[src/rtl/mempool_ctrl_regfile_if.sv]
// Request/response bus between the cluster peripheral interconnect and the
// cluster control register file. Signal names carry the register file's view.
interface mempool_ctrl_regfile_if;
    logic        req_valid_i;
    logic        req_ready_o;
    logic [7:0]  req_addr_i;
    logic        req_write_i;
    logic [31:0] req_wdata_i;
    logic [3:0]  req_wstrb_i;
    logic        rsp_valid_o;
    logic        rsp_ready_i;
    logic [31:0] rsp_rdata_o;
    logic        rsp_error_o;

    modport slave (
        input  req_valid_i, req_addr_i, req_write_i, req_wdata_i, req_wstrb_i, rsp_ready_i,
        output req_ready_o, rsp_valid_o, rsp_rdata_o, rsp_error_o
    );

    modport master (
        output req_valid_i, req_addr_i, req_write_i, req_wdata_i, req_wstrb_i, rsp_ready_i,
        input  req_ready_o, rsp_valid_o, rsp_rdata_o, rsp_error_o
    );
endinterface

[src/rtl/mempool_ctrl_regfile.sv]
// Cluster control register file: EOC, core/group/tile wake-up, TCDM bounds,
// RO-cache enable, flush request handshake, 64-bit cycle counter with a
// coherent hi snapshot, and NumRegions RO-cache region pairs.
// One response in flight; a new request is accepted whenever the current
// response leaves in the same cycle.
module mempool_ctrl_regfile #(
    parameter int unsigned NumCores     = 256,
    parameter int unsigned NumGroups    = 4,
    parameter int unsigned NumTiles     = 64,
    parameter int unsigned NumRegions   = 4,
    parameter logic [31:0] TCDMBaseAddr = 32'h0,
    parameter logic [31:0] TCDMSize     = 32'h10_0000
) (
    input  logic                     clk_i,
    input  logic                     rst_i,
    mempool_ctrl_regfile_if.slave    bus,
    output logic [31:0]              eoc_o,
    output logic                     eoc_valid_o,
    output logic [NumCores-1:0]      wake_up_o,
    output logic [31:0]              num_cores_o,
    output logic                     ro_cache_enable_o,
    output logic                     flush_valid_o,
    input  logic                     flush_ready_i,
    output logic [NumRegions*32-1:0] region_start_o,
    output logic [NumRegions*32-1:0] region_end_o
);

    localparam int unsigned CoresPerTile  = NumCores / NumTiles;
    localparam int unsigned TilesPerGroup = NumTiles / NumGroups;
    localparam int unsigned CoresPerGroup = NumCores / NumGroups;

    // Word offsets (byte offset >> 2)
    localparam logic [5:0] WEoc        = 6'h00;
    localparam logic [5:0] WWake       = 6'h01;
    localparam logic [5:0] WGroup      = 6'h02;
    localparam logic [5:0] WTile       = 6'h03;
    localparam logic [5:0] WTcdmStart  = 6'h04;
    localparam logic [5:0] WTcdmEnd    = 6'h05;
    localparam logic [5:0] WNumCores   = 6'h06;
    localparam logic [5:0] WCacheEn    = 6'h07;
    localparam logic [5:0] WFlush      = 6'h08;
    localparam logic [5:0] WCycleLo    = 6'h09;
    localparam logic [5:0] WCycleHi    = 6'h0A;
    localparam logic [5:0] WRegionBase = 6'h0C;

    localparam logic [NumCores-1:0] OneCore = NumCores'(1);

    typedef enum logic {FlushIdle, FlushReq} flush_state_e;

    logic [31:0] eoc_q, wake_reg_q, wake_group_q, wake_tile_q, cache_en_q;
    logic [31:0] region_start_q [NumRegions];
    logic [31:0] region_end_q   [NumRegions];
    logic [63:0] cycle_q;
    logic [31:0] cycle_hi_q;
    logic [NumCores-1:0] wake_q, wake_d;
    flush_state_e state_q, state_d;
    logic        flush_busy;
    logic        rsp_valid_q, rsp_error_q;
    logic [31:0] rsp_rdata_q;

    logic [5:0]  word;
    logic        accept, hit, ro, wr_en, flush_start;
    logic [31:0] cur, merged;
    logic        unused_addr;

    function automatic logic [31:0] region_start_rst(input int i);
        return 32'h8000_0000 + 32'(i) * 32'h2000_0000;
    endfunction

    function automatic logic [31:0] byte_merge(input logic [31:0] old, input logic [31:0] wdata,
                                               input logic [3:0] strb);
        logic [31:0] res;
        for (int b = 0; b < 4; b++) begin
            res[8*b +: 8] = strb[b] ? wdata[8*b +: 8] : old[8*b +: 8];
        end
        return res;
    endfunction

    // 04: single core index, or all-ones for every core
    function automatic logic [NumCores-1:0] wake_core(input logic [31:0] v);
        logic [NumCores-1:0] res;
        res = '0;
        if (v == 32'hFFFF_FFFF) begin
            res = '1;
        end else if (v < 32'(NumCores)) begin
            res = OneCore << v;
        end
        return res;
    endfunction

    // 08: one bit per group; any bit above the group count cancels the wake
    function automatic logic [NumCores-1:0] wake_group(input logic [31:0] v);
        logic [NumCores-1:0] res;
        res = '0;
        if (v == 32'hFFFF_FFFF) begin
            res = '1;
        end else if ((v >> NumGroups) == 32'd0) begin
            for (int g = 0; g < NumGroups; g++) begin
                if (((v >> g) & 32'd1) != 32'd0) begin
                    res[g*CoresPerGroup +: CoresPerGroup] = '1;
                end
            end
        end
        return res;
    endfunction

    // 0C: group mask in the upper half, tile-in-group mask in the lower half
    function automatic logic [NumCores-1:0] wake_tile(input logic [31:0] v);
        logic [NumCores-1:0] res;
        logic [15:0]         gm, tm;
        logic                gsel;
        res = '0;
        gm  = v[31:16];
        tm  = v[15:0];
        for (int g = 0; g < NumGroups; g++) begin
            gsel = (gm == 16'hFFFF) || (((gm >> g) & 16'd1) != 16'd0);
            for (int t = 0; t < TilesPerGroup; t++) begin
                if (gsel && (((tm >> t) & 16'd1) != 16'd0)) begin
                    res[(g*TilesPerGroup + t)*CoresPerTile +: CoresPerTile] = '1;
                end
            end
        end
        return res;
    endfunction

    assign word         = bus.req_addr_i[7:2];
    assign unused_addr  = ^bus.req_addr_i[1:0];
    assign bus.req_ready_o = ~rsp_valid_q | bus.rsp_ready_i;
    assign accept       = bus.req_valid_i & bus.req_ready_o;
    assign merged       = byte_merge(cur, bus.req_wdata_i, bus.req_wstrb_i);
    assign wr_en        = accept & bus.req_write_i & hit & ~ro & (|bus.req_wstrb_i);
    assign flush_start  = wr_en & (word == WFlush) & bus.req_wstrb_i[0] & bus.req_wdata_i[0];

    // Address decode: hit/read-only flags and current register value
    always_comb begin
        hit = 1'b1;
        ro  = 1'b0;
        cur = '0;
        case (word)
            WEoc:       cur = eoc_q;
            WWake:      cur = wake_reg_q;
            WGroup:     cur = wake_group_q;
            WTile:      cur = wake_tile_q;
            WTcdmStart: begin cur = TCDMBaseAddr;            ro = 1'b1; end
            WTcdmEnd:   begin cur = TCDMBaseAddr + TCDMSize; ro = 1'b1; end
            WNumCores:  begin cur = 32'(NumCores);           ro = 1'b1; end
            WCacheEn:   cur = cache_en_q;
            WFlush:     cur = {31'b0, flush_busy};
            WCycleLo:   begin cur = cycle_q[31:0];           ro = 1'b1; end
            WCycleHi:   begin cur = cycle_hi_q;              ro = 1'b1; end
            default: begin
                hit = 1'b0;
                for (int i = 0; i < NumRegions; i++) begin
                    if (word == 6'(WRegionBase + 6'(2*i))) begin
                        hit = 1'b1;
                        cur = region_start_q[i];
                    end
                    if (word == 6'(WRegionBase + 6'(2*i + 1))) begin
                        hit = 1'b1;
                        cur = region_end_q[i];
                    end
                end
            end
        endcase
    end

    // Byte-merged writes into the read/write registers
    always_ff @(posedge clk_i or posedge rst_i) begin
        if (rst_i) begin
            eoc_q        <= '0;
            wake_reg_q   <= '0;
            wake_group_q <= '0;
            wake_tile_q  <= '0;
            cache_en_q   <= 32'd1;
            for (int i = 0; i < NumRegions; i++) begin
                region_start_q[i] <= region_start_rst(i);
                region_end_q[i]   <= region_start_rst(i) + 32'h1000;
            end
        end else if (wr_en) begin
            case (word)
                WEoc:     eoc_q        <= merged;
                WWake:    wake_reg_q   <= merged;
                WGroup:   wake_group_q <= merged;
                WTile:    wake_tile_q  <= merged;
                WCacheEn: cache_en_q   <= merged;
                default: begin
                    for (int i = 0; i < NumRegions; i++) begin
                        if (word == 6'(WRegionBase + 6'(2*i)))     region_start_q[i] <= merged;
                        if (word == 6'(WRegionBase + 6'(2*i + 1))) region_end_q[i]   <= merged;
                    end
                end
            endcase
        end
    end

    // Wake-up pulse selected by the merged value of the accepted write
    always_comb begin
        wake_d = '0;
        if (wr_en) begin
            case (word)
                WWake:   wake_d = wake_core(merged);
                WGroup:  wake_d = wake_group(merged);
                WTile:   wake_d = wake_tile(merged);
                default: wake_d = '0;
            endcase
        end
    end

    // Register the wake pulse so it lasts exactly one cycle
    always_ff @(posedge clk_i or posedge rst_i) begin
        if (rst_i) wake_q <= '0;
        else       wake_q <= wake_d;
    end

    // Free-running cycle counter and hi snapshot taken on a lo read
    always_ff @(posedge clk_i or posedge rst_i) begin
        if (rst_i) begin
            cycle_q    <= '0;
            cycle_hi_q <= '0;
        end else begin
            cycle_q <= cycle_q + 64'd1;
            if (accept && !bus.req_write_i && word == WCycleLo) cycle_hi_q <= cycle_q[63:32];
        end
    end

    // Flush FSM state register
    always_ff @(posedge clk_i or posedge rst_i) begin
        if (rst_i) state_q <= FlushIdle;
        else       state_q <= state_d;
    end

    // Flush FSM next state; a flush write while requesting is absorbed
    always_comb begin
        state_d = state_q;
        case (state_q)
            FlushIdle: if (flush_start)   state_d = FlushReq;
            FlushReq:  if (flush_ready_i) state_d = FlushIdle;
            default:                      state_d = FlushIdle;
        endcase
    end

    // Flush FSM outputs
    always_comb begin
        flush_valid_o = (state_q == FlushReq);
        flush_busy    = (state_q == FlushReq);
    end

    // Response register: loads on acceptance, holds until taken
    always_ff @(posedge clk_i or posedge rst_i) begin
        if (rst_i) begin
            rsp_valid_q <= 1'b0;
            rsp_error_q <= 1'b0;
            rsp_rdata_q <= '0;
        end else if (accept) begin
            rsp_valid_q <= 1'b1;
            rsp_error_q <= ~hit | (bus.req_write_i & ro);
            rsp_rdata_q <= (hit && !bus.req_write_i) ? cur : 32'd0;
        end else if (bus.rsp_ready_i) begin
            rsp_valid_q <= 1'b0;
        end
    end

    assign bus.rsp_valid_o = rsp_valid_q;
    assign bus.rsp_error_o = rsp_error_q;
    assign bus.rsp_rdata_o = rsp_rdata_q;

    assign eoc_o             = {1'b0, eoc_q[31:1]};
    assign eoc_valid_o       = eoc_q[0];
    assign wake_up_o         = wake_q;
    assign num_cores_o       = 32'(NumCores);
    assign ro_cache_enable_o = cache_en_q[0];

    for (genvar i = 0; i < NumRegions; i++) begin : g_region_out
        assign region_start_o[32*i +: 32] = region_start_q[i];
        assign region_end_o[32*i +: 32]   = region_end_q[i];
    end

endmodule

[src/flat_wrapper.sv]
// flat-port wrapper written by rule: the top's interface ports become plain ports
module mempool_ctrl_regfile_flat 
#(
    parameter int unsigned NumCores     = 256,
    parameter int unsigned NumGroups    = 4,
    parameter int unsigned NumTiles     = 64,
    parameter int unsigned NumRegions   = 4,
    parameter logic [31:0] TCDMBaseAddr = 32'h0,
    parameter logic [31:0] TCDMSize     = 32'h10_0000
)
  (clk_i, rst_i, eoc_o, eoc_valid_o, wake_up_o, num_cores_o, ro_cache_enable_o, flush_valid_o, flush_ready_i, region_start_o, region_end_o, bus_req_valid_i, bus_req_addr_i, bus_req_write_i, bus_req_wdata_i, bus_req_wstrb_i, bus_rsp_ready_i, bus_req_ready_o, bus_rsp_valid_o, bus_rsp_rdata_o, bus_rsp_error_o);
  mempool_ctrl_regfile_if bus_i ();
  input  logic clk_i;
  input  logic rst_i;
  output logic [31:0] eoc_o;
  output logic eoc_valid_o;
  output logic [NumCores-1:0] wake_up_o;
  output logic [31:0] num_cores_o;
  output logic ro_cache_enable_o;
  output logic flush_valid_o;
  input  logic flush_ready_i;
  output logic [NumRegions*32-1:0] region_start_o;
  output logic [NumRegions*32-1:0] region_end_o;
  input wire logic [$bits(bus_i.req_valid_i)-1:0] bus_req_valid_i;
  input wire logic [$bits(bus_i.req_addr_i)-1:0] bus_req_addr_i;
  input wire logic [$bits(bus_i.req_write_i)-1:0] bus_req_write_i;
  input wire logic [$bits(bus_i.req_wdata_i)-1:0] bus_req_wdata_i;
  input wire logic [$bits(bus_i.req_wstrb_i)-1:0] bus_req_wstrb_i;
  input wire logic [$bits(bus_i.rsp_ready_i)-1:0] bus_rsp_ready_i;
  output wire logic [$bits(bus_i.req_ready_o)-1:0] bus_req_ready_o;
  output wire logic [$bits(bus_i.rsp_valid_o)-1:0] bus_rsp_valid_o;
  output wire logic [$bits(bus_i.rsp_rdata_o)-1:0] bus_rsp_rdata_o;
  output wire logic [$bits(bus_i.rsp_error_o)-1:0] bus_rsp_error_o;
  assign bus_i.req_valid_i = bus_req_valid_i;
  assign bus_i.req_addr_i = bus_req_addr_i;
  assign bus_i.req_write_i = bus_req_write_i;
  assign bus_i.req_wdata_i = bus_req_wdata_i;
  assign bus_i.req_wstrb_i = bus_req_wstrb_i;
  assign bus_i.rsp_ready_i = bus_rsp_ready_i;
  assign bus_req_ready_o = bus_i.req_ready_o;
  assign bus_rsp_valid_o = bus_i.rsp_valid_o;
  assign bus_rsp_rdata_o = bus_i.rsp_rdata_o;
  assign bus_rsp_error_o = bus_i.rsp_error_o;
  mempool_ctrl_regfile #(.NumCores(NumCores), .NumGroups(NumGroups), .NumTiles(NumTiles), .NumRegions(NumRegions), .TCDMBaseAddr(TCDMBaseAddr), .TCDMSize(TCDMSize)) u_core (.clk_i(clk_i), .rst_i(rst_i), .bus(bus_i), .eoc_o(eoc_o), .eoc_valid_o(eoc_valid_o), .wake_up_o(wake_up_o), .num_cores_o(num_cores_o), .ro_cache_enable_o(ro_cache_enable_o), .flush_valid_o(flush_valid_o), .flush_ready_i(flush_ready_i), .region_start_o(region_start_o), .region_end_o(region_end_o));
endmodule
[config.mk]
export PLATFORM = sky130hd
export DESIGN_NAME = mempool_ctrl_regfile_flat
export DESIGN_NICKNAME = d
export VERILOG_FILES = /design/src/rtl/mempool_ctrl_regfile_if.sv /design/src/rtl/mempool_ctrl_regfile.sv /design/src/flat_wrapper.sv
export SDC_FILE = /design/constraint.sdc
export NUM_CORES = 2
export LEC_CHECK = 0
export BUFFER_PORTS_ARGS = -buffer_cell sky130_fd_sc_hd__buf_2
export CORE_ASPECT_RATIO = 0.8
export CORE_MARGIN = 1.5
export CORE_UTILIZATION = 45
export CTS_CLUSTER_SIZE = 12
export DETAILED_ROUTE_END_ITERATION = 10
export PLACE_DENSITY = 0.78
export SYNTH_ARGS = -nofsm -noshare
export SYNTH_HDL_FRONTEND = slang
export SYNTH_SLANG_ARGS = --single-unit
[constraint.sdc]
create_clock -name clk_i -period 32.7 [get_ports clk_i]
set_clock_uncertainty 0.2 [all_clocks]
set_input_delay 3.27 -clock clk_i [delete_from_list [all_inputs] [get_ports clk_i]]
set_output_delay 3.27 -clock clk_i [all_outputs]
set_load 0.05 [all_outputs]
### Word-level counts from Yosys, hierarchy flattened

Index checks and enable logic that the tools add are counted.

| word-level totals | value |
|---|---|
| bits in registers | 803 |
| bits of input ports | 50 |
| output and inout port bits | 614 |
| word-level logic and storage cells | 254 |

| cells by class | value |
|---|---|
| add/subtract/negate cells | 1 |
| $lt $le $gt $ge | 1 |
| equal/unequal tests | 20 |
| shift operators | 1 |
| muxes and demuxes | 103 |
| bitwise operators | 16 |
| reduce and logical (&&, ||, !) cells | 92 |

Operator list:

| cell | number |
|---|---|
| 256-bit two-way mux | 5 |
| 256-bit one-hot mux with 3 select lines | 1 |
| 32-bit one-hot mux with 11 select lines | 1 |
| 32-bit two-way mux | 9 |
| 4-bit two-way mux | 64 |
| 64-bit two-way mux | 4 |
| 1-bit by 32-bit left shift with 256-bit output (first input constant) | 1 |
| 1-bit logical AND | 67 |
| 64-bit by 1-bit adder with 64-bit output (second input constant) | 1 |
| 6-bit by 4-bit equality test with 1-bit output (second input constant) | 7 |
| 32-bit equality test (second input constant) | 1 |
| 32-bit logical NOT | 1 |
| 32-bit by 9-bit < comparator with 1-bit output (second input constant) | 1 |
| 8-bit two-way mux | 4 |
| 6-bit by 3-bit equality test with 1-bit output (second input constant) | 4 |
| 6-bit by 5-bit equality test with 1-bit output (second input constant) | 4 |
| 3-bit AND reduction | 8 |
| 16-bit equality test (second input constant) | 1 |
| 1-bit two-way mux | 14 |
| 6-bit by 2-bit equality test with 1-bit output (second input constant) | 2 |
| 11-bit OR reduction | 1 |
| 2-bit AND reduction | 5 |
| 5-bit OR reduction | 2 |
| 1-bit AND | 9 |
| other kinds (9) | 17 |

### Longest topological paths before layout

| logic depth | value |
|---|---|
| depth in word-level cells | 18 |
| mapped depth | 18 |
| mapped depth without buffers | 9 |

### Least setup slack after synthesis

OpenSTA, ideal clock, no wires.

| timing | value |
|---|---|
| path type | input port to output port |
| start | in bus_rsp_ready_i |
| end | out bus_req_ready_o |
| arrival time | 3.741 ns |
| data required time | 29.230 ns |
| setup slack | 25.489 ns |
| stages | 1 |
| path buffers | 0 |
| path through | nand2b_1 |

| on the way | value |
|---|---|
| longest elaborated chain between the ends | 1 |

RTL lines:

| element | RTL line | source |
|---|---|---|
| start, declared | flat_wrapper.sv:29 | `input wire logic [$bits(bus_i.rsp_ready_i)-1:0] bus_rsp_ready_i;` |
| 1-bit bitwise OR | mempool_ctrl_regfile.sv:128 | `assign bus.req_ready_o = ~rsp_valid_q \| bus.rsp_ready_i;` |
| end, declared | flat_wrapper.sv:30 | `output wire logic [$bits(bus_i.req_ready_o)-1:0] bus_req_ready_o;` |

No other way between the ends.

### Final worst setup path

| timing | value |
|---|---|
| start | in bus_req_addr_i[2] |
| end | reg u_core.wake_q[21], in the netlist u_core.wake_up_o[21] |

| on the way | value |
|---|---|
| longest elaborated chain between the ends | 17 |
| elaborated cells on any way between the ends | 63 |
| classes of those cells | 1 x order compare; 20 x eq/ne; 1 x shift; 31 x mux; 4 x bitwise; 6 x reduce/logical |

RTL lines:

| element | RTL line | source |
|---|---|---|
| start, declared | flat_wrapper.sv:25 | `input wire logic [$bits(bus_i.req_addr_i)-1:0] bus_req_addr_i;` |
| branches (longest 16 deep; another with 32-bit by 9-bit < comparator with 1-bit output) | n/a |  |
| 256-bit two-way mux * | mempool_ctrl_regfile.sv:199 | `if (wr_en) begin` |
| via u_core.wake_d[21] | mempool_ctrl_regfile.sv:55 | `logic [NumCores-1:0] wake_q, wake_d;` |
| end signal, assigned | mempool_ctrl_regfile.sv:212 | `else wake_q <= wake_d;` |
| end, declared | mempool_ctrl_regfile.sv:55 |  |

Mark *: on every way through the listed nets, which the timed path passes.
A chain may end at the register's enable or synchronous reset.

==> flow_summary.toml <==
[outcome]
status = "complete, no violations"

[setup_path]
crit_path_start_kind = "input port"
cp_num_cells = 14
reg2reg_setup_slack_ns = 26.74
cp_cell_sequence = "buf_6 > buf_4 > buf_4 > mux2_2 > o221ai_1 > a211oi_1 > o31ai_2 > buf_4 > nand4_1 > or4_2 > buf_4 > nor3_2 > nand2_1 > o211ai_1"
critPathTopFamily = "simple AND/OR/NAND/NOR gates"
worstPathRequired_ns = 33.04
cp-end-kind = "register"
max_stage_delay_ns = 0.91
r2r-end = "u_core.wake_up_o[21]"
endpoint = "u_core.wake_up_o[21]"
cp-startpoint = "bus_req_addr_i[2]"
reg2reg_from = "u_core.eoc_q[12]"
critical_path_class = "in -> reg"
critPathSlowestCell = "nor3_2"
cpMostUsedCell = "buf_4"
path_max_fanout = 35
critPathBufInv = 5
rr_worst_depth = 10
cp_data_arrival_time_ns = 10.13

[synthesis]
synthMuxAreaShare_pct = 6.24
synth-simple-area-share_pct = 18.1
async_flop_share_pct = 100
synth_cell_types = 88
synthCells = 3535
yosysSeqAreaShare_pct = 55.8
synth-adder-area-share_pct = 0.0347
ys_ff_latch = 803
synth_top_family_by_area = "simple AND/OR/NAND/NOR gates"
synthesis.area_um2 = 36100
synthFlopType = "dfrtp_1"
synth-xor-area-share_pct = 1.50
synth_edf_count = 0
synth_compound_area_share_pct = 13.9
ys_warn_count = 0
syn_area_per_cell_um2 = 10.2

[cts]
cts_buffers = 84
root_buffer = "clkbuf_16"
clockBufferDepth = 3
holdBufCountCts = 0
cts_tree = "yes"
cts_setup_buffers = 0
h-tree-depth = 3
numClockSinks = 803
clkLatencyLatePin_ns = 0.68
ctsResizeCount = 0
clk_pin_slew_ns = 0.06

[grt]
grt_antenna_before_repair = 12
grt_overflow = 0
grt_pass1_vias = 31600
grt_use_total_pct = 37.2
grt_max_degree = 177
grt_pass1_wl_um = 222000

[power]
cellPowerDensity_nw_per_um2 = 49.9
p_seq_share_pct = 47.3
p_leak_nw = 21.5
pwr-share-clk_pct = 44.8
combPwrFrac_pct = 7.8
swShare_pct = 26.1
internal_power_mw = 1.58
ir_drop_v = 0.0000395
power.total_mw = 2.14
switchingPower_uw = 558

[placed_design]
portBuffers = 628
dp_hpwl_um = 109000
place_congestion = 1.03
dp.cells = 5007

[floorplanning]
die_h_um = 256
die_x_um = 320
rows = 92
start_util_pct = 45.6
dieArea_um2 = 81900
ios = 664
floorplan.core_area_um2 = 79100

[sta]
max_clock_freq_mhz = 102
fin_setup_tns_ns = 0
grt_setup_unrepaired = "no"
fin_hold_ws_ns = 0.273
tightest_slew_ns = 1.35
max_slew_margin_pct = 9.59
setup_violations = 0
finalCritPeriodShare_pct = 29.9
hold_viol = 0
min_period_ns = 9.79
drv_slew = 0

[route]
drc = 0
drt-total-wl_um = 155000
dr.pass1.iters = 6
num_vias = 33000
drt-vias-per-instance = 6.39
postRouteAntennaNets = 0
drtIter0Drc = 4528
wl_per_cell_um = 30.0

[final_layout]
nets = 4110
fin_cells = 5157
syn2layout_area_growth_pct = 18.6
final_common_cell = "dfrtp_1"
drive_gt1_share_pct = 26.5
final_cell_mix = "dfrtp_1 (782), nand2_1 (726), buf_2 (626), o21ai_0 (445), nand3_1 (201)"

[run]
maxCapViolations = 0

[min_path]
holdCritStartpoint = "u_core.bus.rsp_rdata_o[12]"
min_path_type = "reg -> reg"
final cells by class:
cell class,instances,area [um^2]
fill,6943,36300
multi-input combinational,2428,14700
sequential,803,20100
inverter,17,71.3
timing repair buffer,725,3910
antenna,6,15.0
clock buffer,126,2410
clock inverter,18,272
tap,1034,1290
worst register-to-register path: cells and delay by family, from the launching register on:
kind | cells | cell delay [ns]
and+or+nand+nor | 5 | 2.70
AOI/OAI and AO/OA | 3 | 1.74
muxes | 1 | 0.45
DFF | 1 | 0.42
buffers and inverters | 1 | 0.32
worst min-delay path by stage:
stage	cells past startpoint	to	slack, ns
after floorplan	1	u_core.cycle_q[63]	0.24
after global placement	2	u_core.cache_en_q[2]	0.25
after detailed placement	2	u_core.bus.rsp_rdata_o[12]	0.26
after CTS	2	u_core.bus.rsp_rdata_o[12]	0.27
after global routing	1	u_core.cycle_q[63]	0.29
final	2	u_core.bus.rsp_rdata_o[12]	0.27
sequential cells by signal (all words and copies together), names as in the netlist, 64 cells and up:
signal,flops
u_core.wake_up_o,256
u_core.cycle_q,64
u_core.region_end_o,128
u_core.region_start_o,128
kinds of logic after synthesis:
| kind of cell | after synthesis |
|---|---|
| simple gates | 1369 |
| compound gates | 817 |
| flops | 803 |
| buf+inv | 335 |
| mux | 146 |
| xor+xnor | 62 |
| other cells | 2 |
| fa+ha+maj | 1 |
per-layer routing:
layer,track usage (%),part of all wire (%),vias up
met1,49.4,37,16400
met3,13.6,15,491
met2,54.0,43,2577
met4,17.5,5.4,10
met5,0,0.040,-
li1,-,-,13500
stage by stage:
stage / setup WS [ns] / util (%) / instance area, um^2
5_1_grt: 22.73 / 54.1 / 42800
2_1_floorplan: 6.71 / - / 36200
3_3_place_gp: 22.43 / 50.7 / 40100
4_1_cts: 23.03 / 54.1 / 42800
3_5_place_dp: 22.35 / 50.7 / 40100
6_report: 22.91 / 54.1 / 42800
cell usage after synthesis (24+ instances only):
cell type | instances | area share [%]
xnor2_1 | 45 | 1.1
nor3_1 | 64 | 0.89
a31oi_1 | 26 | 0.45
nand2_1 | 737 | 7.7
o211ai_1 | 95 | 2.0
buf_2 | 61 | 0.85
nand2b_1 | 29 | 0.50
nor2_1 | 95 | 0.99
nand4_1 | 43 | 0.75
mux4_2 | 56 | 3.5
o21ai_0 | 445 | 6.2
buf_4 | 43 | 0.89
clkbuf_1 | 191 | 2.0
a21oi_1 | 70 | 0.97
dfrtp_1 | 782 | 54
nor4_1 | 31 | 0.54
mux2_2 | 71 | 2.2
and2_1 | 24 | 0.42
and3_1 | 28 | 0.49
nand3_1 | 201 | 2.8
power groups by stage:
stage	Clock [mW]	Combinational, mW	Sequential [mW]
floorplan	0	0.0799	1.05
global placement	0	0.161	1.03
detailed placement	0	0.162	1.03
CTS	0.959	0.163	1.01
global route	0.997	0.174	1.01
finish	0.957	0.167	1.01
(Power assumes the default switching activity.)
